## src/rtl/serial_pkg.sv

```systemverilog
// Shared types and sizes for the serial byte framer and its output FIFO.
package serial_pkg;

    localparam int unsigned BYTE_W     = 8;
    localparam int unsigned FIFO_DEPTH = 2;
    localparam int unsigned ENTRY_W    = BYTE_W + 1;

    typedef enum logic [2:0] {
        StIdle,
        StData,
        StParity,
        StStop,
        StBreak
    } state_e;

endpackage

```

## src/rtl/byte_fifo2.sv

```systemverilog
// Two-entry FIFO holding {data, perr}; a pop frees room for a same-cycle push.
module byte_fifo2
    import serial_pkg::*;
(
    input  logic               clk,
    input  logic               rst,
    input  logic               i_push,
    input  logic               i_pop,
    input  logic [ENTRY_W-1:0] i_data,
    output logic [ENTRY_W-1:0] o_data,
    output logic               o_full,
    output logic               o_empty
);

    localparam logic [1:0] CNT_FULL = 2'(FIFO_DEPTH);

    logic [ENTRY_W-1:0] r_mem [FIFO_DEPTH];
    logic               r_rd_ptr;
    logic               r_wr_ptr;
    logic [1:0]         r_count;
    logic               w_do_push;
    logic               w_do_pop;

    assign o_full    = (r_count == CNT_FULL);
    assign o_empty   = (r_count == 2'd0);
    assign o_data    = r_mem[r_rd_ptr];
    assign w_do_pop  = i_pop & ~o_empty;
    // When full, the write slot equals the head slot, which the pop vacates this cycle.
    assign w_do_push = i_push & (~o_full | w_do_pop);

    always_ff @(posedge clk) begin
        if (!rst) begin
            r_mem[0] <= '0;
            r_mem[1] <= '0;
            r_rd_ptr <= 1'b0;
            r_wr_ptr <= 1'b0;
            r_count  <= 2'd0;
        end else begin
            if (w_do_push) begin
                r_mem[r_wr_ptr] <= i_data;
                r_wr_ptr        <= r_wr_ptr + 1'b1;
            end
            if (w_do_pop) begin
                r_rd_ptr <= r_rd_ptr + 1'b1;
            end
            case ({w_do_push, w_do_pop})
                2'b10:   r_count <= r_count + 2'd1;
                2'b01:   r_count <= r_count - 2'd1;
                default: r_count <= r_count;
            endcase
        end
    end

endmodule

```

## src/rtl/serial_byte_framer.sv

```systemverilog
// MSB-first serial deframer: start bit, 8 data bits, optional parity, stop bit,
// with completed bytes queued in a two-entry FIFO.
module serial_byte_framer
    import serial_pkg::*;
#(
    parameter int unsigned PARITY_EN  = 1,
    parameter int unsigned PARITY_ODD = 0
) (
    input  logic              clk,
    input  logic              rst,
    input  logic              i_si,
    input  logic              i_si_en,
    output logic [BYTE_W-1:0] o_byte_out,
    output logic              o_byte_perr,
    output logic              o_byte_valid,
    input  logic              i_byte_ready,
    output logic              o_frame_err,
    output logic              o_overrun,
    output logic              o_busy
);

    localparam logic PARITY_ODD_BIT = (PARITY_ODD != 0);

    state_e            r_state;
    state_e            w_state_nxt;
    logic [2:0]        r_cnt;
    logic [2:0]        w_cnt_nxt;
    logic [BYTE_W-1:0] r_sh;
    logic [BYTE_W-1:0] w_sh_nxt;
    logic              r_perr;
    logic              w_perr_nxt;
    logic              r_frame_err;
    logic              r_overrun;
    logic              w_push;
    logic              w_frame_bad;
    logic              w_pop;
    logic              w_full;
    logic              w_empty;
    logic [ENTRY_W-1:0] w_head;

    always_comb begin
        w_state_nxt = r_state;
        w_cnt_nxt   = r_cnt;
        w_sh_nxt    = r_sh;
        w_perr_nxt  = r_perr;
        w_push      = 1'b0;
        w_frame_bad = 1'b0;
        if (i_si_en) begin
            unique case (r_state)
                StIdle: begin
                    if (!i_si) begin
                        w_cnt_nxt   = 3'd0;
                        w_state_nxt = StData;
                    end
                end
                StData: begin
                    w_sh_nxt  = {r_sh[BYTE_W-2:0], i_si};
                    w_cnt_nxt = r_cnt + 3'd1;
                    if (r_cnt == 3'd7) begin
                        w_state_nxt = (PARITY_EN != 0) ? StParity : StStop;
                    end
                end
                StParity: begin
                    w_perr_nxt  = (^{r_sh, i_si}) ^ PARITY_ODD_BIT;
                    w_state_nxt = StStop;
                end
                StStop: begin
                    if (i_si) begin
                        w_push      = 1'b1;
                        w_state_nxt = StIdle;
                    end else begin
                        w_frame_bad = 1'b1;
                        w_state_nxt = StBreak;
                    end
                end
                StBreak: begin
                    // Line must return high before another start bit can be seen.
                    if (i_si) begin
                        w_state_nxt = StIdle;
                    end
                end
                default: w_state_nxt = StIdle;
            endcase
        end
    end

    always_ff @(posedge clk) begin
        if (!rst) begin
            r_state     <= StIdle;
            r_cnt       <= 3'd0;
            r_sh        <= '0;
            r_perr      <= 1'b0;
            r_frame_err <= 1'b0;
            r_overrun   <= 1'b0;
        end else begin
            r_state     <= w_state_nxt;
            r_cnt       <= w_cnt_nxt;
            r_sh        <= w_sh_nxt;
            r_perr      <= w_perr_nxt;
            r_frame_err <= w_frame_bad;
            r_overrun   <= w_push & w_full & ~w_pop;
        end
    end

    assign w_pop = o_byte_valid & i_byte_ready;

    byte_fifo2 u_fifo (
        .clk     (clk),
        .rst     (rst),
        .i_push  (w_push),
        .i_pop   (w_pop),
        .i_data  ({r_sh, r_perr}),
        .o_data  (w_head),
        .o_full  (w_full),
        .o_empty (w_empty)
    );

    assign o_byte_out   = w_head[ENTRY_W-1:1];
    assign o_byte_perr  = w_head[0];
    assign o_byte_valid = ~w_empty;
    assign o_frame_err  = r_frame_err;
    assign o_overrun    = r_overrun;
    assign o_busy       = (r_state != StIdle);

endmodule
```

## config.mk

```make
export PLATFORM = sky130hd
export DESIGN_NAME = serial_byte_framer
export DESIGN_NICKNAME = d
export VERILOG_FILES = /design/src/rtl/serial_pkg.sv /design/src/rtl/byte_fifo2.sv /design/src/rtl/serial_byte_framer.sv
export SDC_FILE = /design/constraint.sdc
export NUM_CORES = 1
export LEC_CHECK = 0
export ABC_AREA = 1
export BUFFER_PORTS_ARGS = -buffer_cell sky130_fd_sc_hd__clkbuf_2
export CORE_MARGIN = 5
export CORE_UTILIZATION = 45
export CTS_BUF_LIST = sky130_fd_sc_hd__clkbuf_4
export CTS_CLUSTER_DIAMETER = 200
export DETAILED_ROUTE_END_ITERATION = 10
export PLACE_DENSITY = 0.67
export SLEW_MARGIN = 10
export SYNTH_ARGS = -nofsm -noshare
export SYNTH_HDL_FRONTEND = slang
export SYNTH_SLANG_ARGS = --single-unit
```

## constraint.sdc

```tcl
create_clock -name clk -period 2.5 [get_ports clk]
set_clock_uncertainty 0.15 [all_clocks]
set_input_delay 0.25 -clock clk [delete_from_list [all_inputs] [get_ports clk]]
set_output_delay 0.25 -clock clk [all_outputs]
set_load 0.005 [all_outputs]
```

## Yosys cells after proc, flatten, opt, wreduce, memory -nomap -nowiden

Memories as Yosys holds them, arrays and structs flattened. A register that Yosys moved wholly into a read port is not among the register bits.
Index checks and enable logic that the tools add are counted.

| word-level totals | value |
|---|---|
| flip-flop bits (word level) | 21 |
| bits in writable memories | 18 |
| input bits | 5 |
| output and inout bits | 13 |
| memories | 1 |

Memories:

| name | words | width | rd ports | clocked after Yosys merged registers in | write ports | line | text |
|---|---|---|---|---|---|---|---|
| u_fifo.r_mem | 2 | 9 | 1 | 1 | 2 | byte_fifo2.sv:17 | `logic [ENTRY_W-1:0] r_mem [FIFO_DEPTH];` |

| cells by class | value |
|---|---|
| add/subtract/negate cells | 5 |
| eq/ne operators | 11 |
| multiplexer cells | 21 |
| bitwise gates (word level) | 9 |
| reductions and logical operators | 12 |

Operators by type and width:

| operator | number |
|---|---|
| 2-to-1 mux 3 bit | 5 |
| one-hot mux 3 bit (5 select lines) | 1 |
| 2-to-1 mux 1 bit | 12 |
| 2-to-1 mux 9 bit | 1 |
| OR reduction 9 bit | 1 |
| XOR reduction 9 bit | 1 |
| == test 3 x 2 -> 1 bit, second input constant | 2 |
| == test 3 bit, second input constant | 2 |
| inequality test 2 bit, second input constant | 3 |
| one-hot mux 3 bit (2 select lines) | 1 |
| AND reduction 3 bit | 2 |
| bitwise AND 1 bit | 5 |
| == test 2 bit, second input constant | 2 |
| one-hot mux 2 bit (2 select lines) | 1 |
| AND reduction 2 bit | 2 |
| AND reduction 4 bit | 1 |
| nonzero test 2 bit | 2 |
| adder 3 x 1 -> 3 bit, second input constant | 1 |
| == test 3 x 1 -> 1 bit, second input constant | 1 |
| logical NOT 3 bit | 1 |
| NOT 1 bit | 3 |
| nonzero test 3 bit | 1 |
| adder 1 bit, second input constant | 2 |
| adder 2 x 1 -> 2 bit, second input constant | 1 |
| 4 further kinds | 4 |

## Longest topological paths before layout

| depth | value |
|---|---|
| depth in word-level cells | 11 |
| gate-level depth with buffers | 10 |
| gate-level depth less buffers | 10 |

## Hierarchy

Synthesis repeated with hierarchy kept, for this count alone.

| second synthesis, totals | value |
|---|---|
| cell total of the unflattened synthesis | 221 |
| area, all modules | 1955.6 µm² |

Modules (own cells, without submodules):

| module | times used | cells an instance | area an instance (µm²) |
|---|---|---|---|
| byte_fifo2 | 1 | 96 | 1083.5 |
| serial_byte_framer | 1 | 125 | 872.1 |

## Worst setup path before layout

OpenSTA, ideal clock, no wires.

| timing path | value |
|---|---|
| path kind | reg-to-reg |
| start | register r_state[0] |
| end | memory u_fifo.r_mem[0][0] (netlist name) (enable) |
| setup time | 0.387 ns |
| arrival | 1.467 ns |
| setup slack | 0.495 ns |
| stages on the path, launching flop included | 7 |
| buffers on the path | 0 |
| cells stage by stage | dfxtp_1 -> inv_2 -> nor2_4 -> nand2_2 -> clkinv_2 -> nand4_4 -> o21ai_0 |

RTL lines:

| item | line | text |
|---|---|---|
| start: declaration | serial_byte_framer.sv:24 | `state_e r_state;` |
| start signal: assignment | serial_byte_framer.sv:89 | `r_state <= StIdle;` |
| start signal: assignment | serial_byte_framer.sv:96 | `r_state <= w_state_nxt;` |
| end: declaration | byte_fifo2.sv:17 |  |

## Worst setup path in the final report

| timing path | value |
|---|---|
| start | register r_state[0] |
| end | register u_fifo.r_count[1] |

| on the way | value |
|---|---|
| longest elaborated chain between the ends | 6 |
| elaborated cells between the ends (all ways) | 8 |
| classes of those cells | eq/ne: 3; mux: 3; bitwise: 1; reduce/logical: 1 |

RTL lines:

| item | line | text |
|---|---|---|
| == test 3 x 2 -> 1 bit * | serial_byte_framer.sv:49 | `unique case (r_state)` |
| 2-to-1 mux 1 bit * | serial_byte_framer.sv:49 |  |
| 2-to-1 mux 1 bit * | serial_byte_framer.sv:48 | `if (i_si_en) begin` |
| bitwise AND 1 bit * | byte_fifo2.sv:29 | `assign w_do_push = i_push & (~o_full \| w_do_pop);` |
| == test 2 x 1 -> 1 bit / == test 2 bit (equally long branches) | byte_fifo2.sv:46 | `case ({w_do_push, w_do_pop})` |
| one-hot mux 2 bit (2 select lines) / nonzero test 2 bit (equally long branches) | -- |  |
| end signal: assignment | byte_fifo2.sv:47 | `2'b10: r_count <= r_count + 2'd1;` |
| end signal: assignment | byte_fifo2.sv:48 | `2'b01: r_count <= r_count - 2'd1;` |
| end signal: assignment | byte_fifo2.sv:49 | `default: r_count <= r_count;` |
| end: declaration | byte_fifo2.sv:20 | `logic [1:0] r_count;` |

Mark *: on every way between the ends. The rest lies on a longest branch, timed or not.
A chain may end at the register's enable or synchronous reset.

==> out/qor.csv <==
stage,metric,value,unit
global_route,initial antenna violation count,0,
sta,RSZ-0062 raised after global routing,no,
logic_synthesis,Yosys cell types,25,
logic_synthesis,largest cells by area after synthesis,"edfxtp_1 (29%), dfxtp_1 (24%), nor2_1 (6.9%)",
drt,routed wire length,3040,um
clocking,CTS root buf,clkbuf_4,
power,leakage,0.000896,uW
sta,fmax,547,MHz
power,VDD IR-drop max,0.000363,V
floorplanning,Core ar.,4000,um^2
placement,port bufs,17,
logic_synthesis,Synth Net Count,215,
setup_path,Setup crit end kind,register,
global_route,vias in the first global route,1267,
clocking,worst skew pair latency,0.34,ns
run_status,outcome,finished clean,
setup_path,max incr delay on CP,0.36,ns
floorplanning,IO Count,18,
setup_path,critical-path cell list,"inv_2, nor2_4, nand2_2, clkinv_2, nand4_4, ha_1, a21oi_1, o21ai_0, o21ai_0, a21oi_1",
clocking,TritonCTS buffer count,5,
final_layout,Seq. cell area,981,um^2
logic_synthesis,Ys Warns,0,
final_layout,layout net count,236,
clocking,TritonCTS clock tree,yes,
clocking,CTS Hold Bufs,0,
sta,Slew HR,0.738,
logic_synthesis,number of flops mapped to enable cells by yosys,18,
global_route,first-pass GRT wire length,5400,um
setup_path,Buf/Inv on CP,2,
setup_path,critical path type,register to register,
final_layout,Fillers,384,
sta,Slew @ Worst Pin,0.393,ns
job,Max Cap Viol,0,
placement,Post-DP Area,1980,um^2
sta,TNS Setup,0,ns
clocking,Post-CTS Setup Bufs,0,
drt,vias post-DR,1329,
sta,Final Hold Viols,0,
floorplanning,row count,23,
setup_path,crit path DAT,1.92,ns
drt,First-pass DRT Iterations,4,
clocking,H-Tree Depth,2,
logic_synthesis,Synth Instances,207,
sta,min cycle time layout,1.83,ns
final_layout,multi-input logic area,733,um^2
global_route,total gr overflow,0,
global_route,Total GRT Usage,0.130,
setup_path,CP top delay family,compound AO/OA/AOI/OAI gates,
logic_synthesis,Synth Flop Type,dfxtp_1,
sta,Hold WS,0.0417,ns
logic_synthesis,Synth top area share,0.291,
power,pwr/cell area,671,nW/um^2
drt,Post-DRT Antenna Nets,0,
placement,dpl cells,271,
floorplanning,die width,74.2,um
setup_path,Crit Path Max Fanout,5,
clocking,clock slew at reported path FFs,0.11,ns
drt,DR iter-0 viols,76,
logic_synthesis,"Seq/Total Area, Yosys",0.529,
final_layout,Post-Layout Cell Count,279,
clocking,CTS sink cnt,40,
sta,Final Max Slew Viols,0,
drt,drc violations,0,
logic_synthesis,synthesized area,1850,um^2
floorplanning,starting density of the core,0.464,
placement,dpl hpwl,2270,um
worst_hold_path,Worst Hold Class,input port to register,
sta,"Setup violations, final",0,
logic_synthesis,Yosys top cell by area,edfxtp_1,
drt,WL per Instance,10.9,um
floorplanning,Die Y,74.2,um
logic_synthesis,Synth Register Bits,40,
clocking,clk buf depth,2,
logic_synthesis,"Avg Cell Area, Syn",8.96,um^2
final_layout,antenna cells,0,
final_layout,Area growth syn-to-layout,11.3,%
setup_path,Startpoint Class,register,
drt,vias per cell,4.76,
sta,Tcrit/Tclk final,0.732,
floorplanning,die area,5500,um^2
setup_path,Worst path slowest cell,dfxtp_1,
setup_path,Crit path required time,2.59,ns
placement,RD Place Congestion,0.894,
final_layout,layout cell share with drive strength beyond 1,0.205,
final_layout,"Design Area, Final",2060,um^2
global_route,largest net degree at the start of global routing,20,
clocking,post-cts resize count,0,
logic_synthesis,ys async rst share,0,
[state kept, by name (all words and copies together) (netlist names), named ones only]
signal and count:
o_frame_err 1, u_fifo.r_mem 18, r_cnt 3, r_perr 1, u_fifo.r_rd_ptr 1, u_fifo.r_wr_ptr 1
r_state 3, o_overrun 1, u_fifo.r_count 2, r_sh 8
[worst register-to-register path, delay by kind of cell, from the launching register on]
kind | cells | cell delay, ns
AOI/OAI and AO/OA | 4 | 0.43
adders and majority gates | 1 | 0.34
buffers and inverters | 2 | 0.13
DFF | 1 | 0.36
and+or+nand+nor | 3 | 0.30
[final cells by class]
class / count / area share
tap: 50 / 0.0303
inverter: 28 / 0.0515
clock inverter: 2 / 0.0170
timing repair buffer: 19 / 0.0485
multi-input combinational: 134 / 0.355
clock buffer: 6 / 0.0218
sequential: 40 / 0.475
[through the flow]
| step | power, uW | util | setup slack (ns) |
|---|---|---|---|
| floorplan | 921 | - | 0.495 |
| global placement | 969 | 0.496 | 0.721 |
| detailed placement | 972 | 0.496 | 0.683 |
| CTS | 1400 | 0.516 | 0.634 |
| global route | 1470 | 0.516 | 0.539 |
| finish | 1380 | 0.516 | 0.671 |
[synthesized netlist by cell type, types with 2 or more instances]
library cell  count
nor3_1            2
mux2_2            9
edfxtp_1         18
nand2_1          33
nand2_4           2
nor2_1           34
dfxtp_1          22
ha_1              3
inv_1            26
nand3_1           7
o21ai_0          17
xor2_1            2
nor2_4            4
nand2_2           2
a21oi_1          15
buf_2             2
[where the power goes]
group | total, uW | internal [uW] | switching, uW
clock | 427 | 220 | 206
combinational | 209 | 74.8 | 135
sequential | 747 | 719 | 28.1
[per-layer routing]
layer  routed length [um]  share of wire  GRT usage  vias up
li1                     -              -          -      715
met5                    0              0          0        -
met3                  157          0.052     0.0419        7
met4                   57          0.019     0.0644        0
met1                 1480           0.49      0.155      586
met2                 1350           0.44      0.213       21
[cell families after synthesis]
group / synth area share
fa+ha+maj: 0.0202
mux: 0.0547
xor+xnor: 0.00945
simple gates: 0.221
compound gates: 0.0897
buf+inv: 0.0756
flops: 0.529
[placed cells by master (no fill, tap or decap), types with 3 or more instances in the layout]
master,count
clkbuf_4,6
o21ai_0,17
a21oi_1,15
inv_1,26
nor2_1,34
dfxtp_1,22
nand3_1,7
nor2_4,4
clkbuf_2,17
mux2_2,9
ha_1,3
nand2_1,33
edfxtp_1,18
[final timing paths]
path                                                  endpoint  slack (ns)  cells past startpoint                          from
worst max-delay path            u_fifo.r_count[1]$_SDFFE_PN0P_        0.67                     10       r_state[0]$_SDFFE_PN0P_
worst min-delay path                      o_overrun$_SDFF_PN0_        0.04                      3                       i_si_en
worst max register to register  u_fifo.r_count[1]$_SDFFE_PN0P_        0.67                     10       r_state[0]$_SDFFE_PN0P_
worst min register to register                        register        0.32                      1  u_fifo.r_rd_ptr$_SDFFE_PN0P_
Note: power is estimated with default switching activity, not from simulation.
